==> config.mk <==
export PLATFORM = sky130hd
export DESIGN_NAME = bin_div_seq
export DESIGN_NICKNAME = d
export VERILOG_FILES = /design/src/rtl/bin_div_seq.sv
export SDC_FILE = /design/constraint.sdc
export NUM_CORES = 1
export LEC_CHECK = 0
export ABC_AREA = 1
export CAP_MARGIN = 20
export CORE_ASPECT_RATIO = 1.1
export CORE_MARGIN = 2
export CORE_UTILIZATION = 52
export DETAILED_ROUTE_END_ITERATION = 7
export PLACE_DENSITY = 0.83
export SYNTH_ARGS = -nofsm -noshare
export SYNTH_HDL_FRONTEND = slang
export SYNTH_SLANG_ARGS = --single-unit
export TNS_END_PERCENT = 1
==> constraint.sdc <==
create_clock -name clk -period 1.9 [get_ports clk]
set_clock_uncertainty 0.2 [all_clocks]
set_input_delay 0.475 -clock clk [delete_from_list [all_inputs] [get_ports clk]]
set_output_delay 0.475 -clock clk [all_outputs]
set_load 0.01 [all_outputs]
==> src/rtl/bin_div_seq.sv <==
// Sequential restoring divider: one quotient bit per clock, unsigned or
// two's-complement operands, start/busy/done handshake.
module bin_div_seq #(
    parameter int WIDTH     = 16,
    parameter bit SIGNED_EN = 1'b1
) (
    input  logic             clk,
    input  logic             rst_n,
    input  logic             start,
    input  logic             signed_mode,
    input  logic [WIDTH-1:0] dividend,
    input  logic [WIDTH-1:0] divisor,
    output logic             busy,
    output logic             done,
    output logic [WIDTH-1:0] quotient,
    output logic [WIDTH-1:0] remainder,
    output logic             div_by_zero,
    output logic             overflow
);
    // state | meaning
    // IDLE  | waiting for start; operands latched on acceptance
    // CALC  | one restoring step per cycle, WIDTH steps
    // FIX   | sign fix-up, publish results, pulse done
    localparam int CW = $clog2(WIDTH);

    typedef enum logic [1:0] {
        IDLE = 2'd0,
        CALC = 2'd1,
        FIX  = 2'd2
    } state_t;

    state_t state, state_nxt;
    logic busy_nxt, done_nxt;

    logic [CW-1:0]    cnt;
    logic [WIDTH:0]   rem;
    logic [WIDTH-1:0] quo;
    logic [WIDTH:0]   dvs_mag;
    logic             neg_q, neg_r, dbz_r, ovf_r;

    logic             signed_eff, dvd_neg, dvs_neg, dvs_zero, ovf_case;
    logic [WIDTH-1:0] dvd_mag;
    logic [WIDTH:0]   dvs_mag_in;
    logic [WIDTH+1:0] trial;
    logic             trial_ok;

    assign signed_eff = SIGNED_EN & signed_mode;
    assign dvd_neg    = signed_eff & dividend[WIDTH-1];
    assign dvs_neg    = signed_eff & divisor[WIDTH-1];
    assign dvs_zero   = (divisor == '0);
    assign dvd_mag    = dvd_neg ? (~dividend + 1'b1) : dividend;
    assign dvs_mag_in = dvs_neg ? ({1'b0, ~divisor} + 1'b1) : {1'b0, divisor};
    assign ovf_case   = signed_eff && (dividend == {1'b1, {(WIDTH-1){1'b0}}})
                        && (divisor == '1);

    // Shifted partial remainder minus divisor; the top bit is the borrow.
    assign trial    = {rem, quo[WIDTH-1]} - {1'b0, dvs_mag};
    assign trial_ok = ~trial[WIDTH+1];

    always_comb begin
        state_nxt = state;
        busy_nxt  = busy;
        done_nxt  = 1'b0;
        case (state)
            IDLE: begin
                if (start) begin
                    busy_nxt  = 1'b1;
                    state_nxt = dvs_zero ? FIX : CALC;
                end
            end
            CALC: begin
                if (cnt == '0) begin
                    state_nxt = FIX;
                end
            end
            FIX: begin
                state_nxt = IDLE;
                busy_nxt  = 1'b0;
                done_nxt  = 1'b1;
            end
            default: begin
                state_nxt = IDLE;
                busy_nxt  = 1'b0;
            end
        endcase
    end

    always_ff @(posedge clk or negedge rst_n) begin
        if (!rst_n) begin
            state <= IDLE;
            busy  <= 1'b0;
            done  <= 1'b0;
        end else begin
            state <= state_nxt;
            busy  <= busy_nxt;
            done  <= done_nxt;
        end
    end

    always_ff @(posedge clk or negedge rst_n) begin
        if (!rst_n) begin
            cnt         <= '0;
            rem         <= '0;
            quo         <= '0;
            dvs_mag     <= '0;
            neg_q       <= 1'b0;
            neg_r       <= 1'b0;
            dbz_r       <= 1'b0;
            ovf_r       <= 1'b0;
            quotient    <= '0;
            remainder   <= '0;
            div_by_zero <= 1'b0;
            overflow    <= 1'b0;
        end else begin
            case (state)
                IDLE: begin
                    if (start) begin
                        dvs_mag <= dvs_mag_in;
                        neg_q   <= dvd_neg ^ dvs_neg;
                        neg_r   <= dvd_neg;
                        dbz_r   <= dvs_zero;
                        ovf_r   <= ovf_case;
                        cnt     <= CW'(WIDTH - 1);
                        // Divide by zero skips CALC; rem carries the raw dividend through.
                        if (dvs_zero) begin
                            rem <= {1'b0, dividend};
                            quo <= '0;
                        end else begin
                            rem <= '0;
                            quo <= dvd_mag;
                        end
                    end
                end
                CALC: begin
                    cnt <= cnt - 1'b1;
                    quo <= {quo[WIDTH-2:0], trial_ok};
                    rem <= trial_ok ? trial[WIDTH:0] : {rem[WIDTH-1:0], quo[WIDTH-1]};
                end
                FIX: begin
                    if (dbz_r) begin
                        quotient  <= '1;
                        remainder <= rem[WIDTH-1:0];
                    end else begin
                        quotient  <= neg_q ? -quo : quo;
                        remainder <= neg_r ? -rem[WIDTH-1:0] : rem[WIDTH-1:0];
                    end
                    div_by_zero <= dbz_r;
                    overflow    <= ovf_r;
                end
                default: ;
            endcase
        end
    end

endmodule
==> metrics.md <==
| Metric | Value |
|---|---|
| Run status | finished with violations |
| Violations in the final reports | negative setup slack |
| Final cell area excluding filler cells | 0.00959 mm² |
| Vias in the first global route | 7167 |
| Count of port buffers added during placement | 71 |
| Total placed instance area | 0.00897 mm² |
| Setup WS post-layout | -0.390 ns |
| Post-DP HPWL | 15.6 mm |
| Max-cap violation count | 0 |
| Height of the die | 123 µm |
| Core area | 0.0125 mm² |
| Distinct cell type count after synthesis | 48 |
| Startpoint of the worst register-to-register path | rem[2] |
| Clock buffer count from CTS | 9 |
| Slew at the pin closest to its max-slew limit | 0.441 ns |
| Clock-pin slew of the registers on the worst-case setup and hold paths | 0.07 ns |
| Mapped Avg Cell Area | 7.47 µm² |
| Number of buffers between clock root and the deepest sink | 2 |
| Maximum clock rate | 437 MHz |
| Period Utilization, post-route | 1.21 |
| Sequential share of the synthesized area | 0.361 |
| Standby leakage power | 4.72 nW |
| Largest net degree at the start of global routing | 33 |
| Starting density of the core | 0.530 |
| Remaining max-slew budget at the tightest pin | 0.706 |
| Maximum net fanout on the critical path | 8 |
| Setup repair after global routing missed its margin | yes |
| Hold Crit Start | remainder[11] |
| Clock Sinks | 96 |
| Clk_lat worst skew | 0.36 ns |
| DRC violation total after the first TritonRoute iteration | 865 |
| Fin crit period | 2.29 ns |
| Cell area after synthesis | 0.00665 mm² |
| Warning count from the yosys run | 0 |
| Number of antenna violations at the first check in global routing | 0 |
| Wire length per cell after detailed routing | 17.7 µm |
| Library cell used as clock root buffer | sky130_fd_sc_hd__clkbuf_16 |
| Length of the first detailed-routing pass in iterations | 6 |
| Remaining global-route overflow | 0 |
| Net count after synthesis | 950 |
| Type of the tightest min-delay check | register to register |
| GR Util All Layers | 0.324 |
| Post-placement setup slack | -0.666 ns |
| Number of nets in the final layout | 1200 |
| Worst voltage drop across the vdd grid | 1.00 mV |
| Post-Route Utilization | 0.765 |
| Top-level port count | 72 |
| Die ar. | 0.0137 mm² |
| Die Span X | 112 µm |
| Fraction of registers with async set or reset after synthesis | 1.00 |
| Cells on worst reg2reg path | 15 |
| Commonest cells after routing, fill and taps aside | 186 x sky130_fd_sc_hd__buf_4, 157 x sky130_fd_sc_hd__nand2_1, 105 x sky130_fd_sc_hd__inv_1 |
| Hold Violations, Final | 0 |
| Setup crit end kind | register |
| Critical path startpoint | rem[2] |
| Number of antenna cells inserted | 0 |
| Required time reported for the critical path endpoint | 1.98 ns |
| WS Path Type | register to register |
| Number of enable flip-flop cells after synthesis | 0 |
| First-pass GRT wire length | 35.0 mm |
| Number of synthesized register bits | 96 |
| Final-report max-slew violation count | 0 |
| Routed Wire Length | 23.1 mm |
| Synth Instances | 890 |
| TritonCTS clock tree | done |
| FP Rows | 43 |
| Power per cell area | 2070 mW/mm² |
| Number of stages on the worst hold path | 2 |
| Final setup violating endpoints | 52 |
| Arrival time worst endpoint | 2.37 ns |
| Pwr Total | 19.9 mW |
| Most common flop cell mapped by yosys | sky130_fd_sc_hd__dfrtp_1 |
| Final weighted congestion in routability-driven placement | 0.974 |
| Number of fillers in the final layout | 828 |
| Most common library cell in the layout ignoring fill and taps | sky130_fd_sc_hd__buf_4 |
| Via-per-instance ratio | 5.82 |
| Via Count | 7580 |
| Number of nets still failing antenna checks after routing | 0 |
| CP Launch Type | register |
| Layout-stage area growth over the synthesis result | 44.2% |
| Fraction of final layout cells with drive strength greater than 1 | 0.293 |
| H-tree levels | 3 |
| DRC violation count after routing | 0 |
-- critical path, cell delays in order (launching register included) --
cell	delay, ns
sky130_fd_sc_hd__dfrtp_1	0.44
sky130_fd_sc_hd__ha_4	0.29
sky130_fd_sc_hd__nand2_4	0.09
sky130_fd_sc_hd__inv_2	0.04
sky130_fd_sc_hd__nand2_1	0.06
sky130_fd_sc_hd__nand2_1	0.06
sky130_fd_sc_hd__nand2_1	0.08
sky130_fd_sc_hd__nand3_2	0.11
sky130_fd_sc_hd__nand2_4	0.11
sky130_fd_sc_hd__nand2_4	0.07
sky130_fd_sc_hd__nand2_4	0.12
sky130_fd_sc_hd__nand2_8	0.09
sky130_fd_sc_hd__buf_6	0.14
sky130_fd_sc_hd__nand2_4	0.05
sky130_fd_sc_hd__nand3_2	0.09
sky130_fd_sc_hd__a21oi_2	0.16
-- cell type report --
cell class / instances / area, µm² / area share
multi-input cells: 645 / 4020 / 0.420
clock inverters: 6 / 50.0 / 0.00522
flip-flops and latches: 96 / 2400 / 0.251
clock buffers: 10 / 239 / 0.0249
inverters: 123 / 467 / 0.0487
well taps: 157 / 196 / 0.0205
repair buffers: 265 / 2210 / 0.230
-- final timing paths --
path | to | slack [ns]
worst max-delay path | rem[13] | -0.39
worst min-delay path | remainder[11] | 0.28
worst max register to register | rem[13] | -0.39
worst min register to register | remainder[11] | 0.28
max in group asynchronous | remainder[14] | 0.65
min in group asynchronous | div_by_zero | 0.31
-- layer usage --
metal	vias to the layer above	track usage	share of wire
met5	-	0	0
met4	0	0.174	0.065
met3	151	0.0583	0.088
met2	495	0.556	0.48
met1	3509	0.389	0.36
li1	3425	-	-
-- sequential cells by signal, indices dropped and copies added, names as in the netlist, 2 cells and up --
name,flops
quo,16
remainder,16
rem,17
quotient,16
state,2
dvs_mag,17
cnt,4
-- Yosys cell counts (all sizes together), types with 2 or more instances --
cell | count | area share
o211ai | 3 | 0.0034
a21oi | 57 | 0.053
nand3b | 3 | 0.0034
xor2 | 34 | 0.045
nand4 | 12 | 0.011
o22ai | 3 | 0.0028
ha | 23 | 0.043
xnor2 | 11 | 0.014
or2 | 2 | 0.0019
nand2 | 191 | 0.13
o22a | 3 | 0.0040
o21ai | 75 | 0.056
a22oi | 10 | 0.011
nor2 | 97 | 0.056
o221ai | 5 | 0.0066
buf | 9 | 0.011
a21o | 2 | 0.0023
nand3 | 80 | 0.071
clkbuf | 17 | 0.011
nor3 | 18 | 0.017
inv | 122 | 0.069
a31oi | 9 | 0.0085
dfrtp | 96 | 0.36
-- through the flow --
stage / TNS, ns / hold WS [ns] / std cells
after floorplan: -2.21 / -0.0206 / 890
after global placement: -22.19 / 0.153 / 1270
after detailed placement: -26.16 / 0.154 / 1270
after CTS: -6.96 / 0.289 / 1298
after global routing: -15.39 / 0.318 / 1302
final: -9.95 / 0.284 / 1302
-- repair_timing --
| item | 4_1_cts | 5_1_grt |
|---|---|---|
| hold endpoints to repair | 13 | 0 |
| pin swaps | 23 | 19 |
| cloned | 0 | 0 |
| hold buffers | 1 | 0 |
| setup endpoints to repair | 83 | 70 |
| buffers inserted | 11 | 4 |
| resized for setup | 90 | 27 |
-- cells by family after synthesis --
| family | count (synthesis) | share of synthesized area |
|---|---|---|
| DFF | 96 | 0.361 |
| and+or+nand+nor | 404 | 0.287 |
| adders and majority gates | 24 | 0.0463 |
| buffers and inverters | 149 | 0.0918 |
| AOI/OAI and AO/OA | 172 | 0.154 |
| xor gates and xnor gates | 45 | 0.0593 |
-- power breakdown --
group / leakage [nW] / switching (mW) / internal [mW]
combinational: 3.45 / 7.77 / 6.51
clock: 0.141 / 0.853 / 0.943
sequential: 1.13 / 0.791 / 3.03
total: 4.72 / 9.41 / 10.5
No activity file was read; power rests on OpenSTA's default activity.
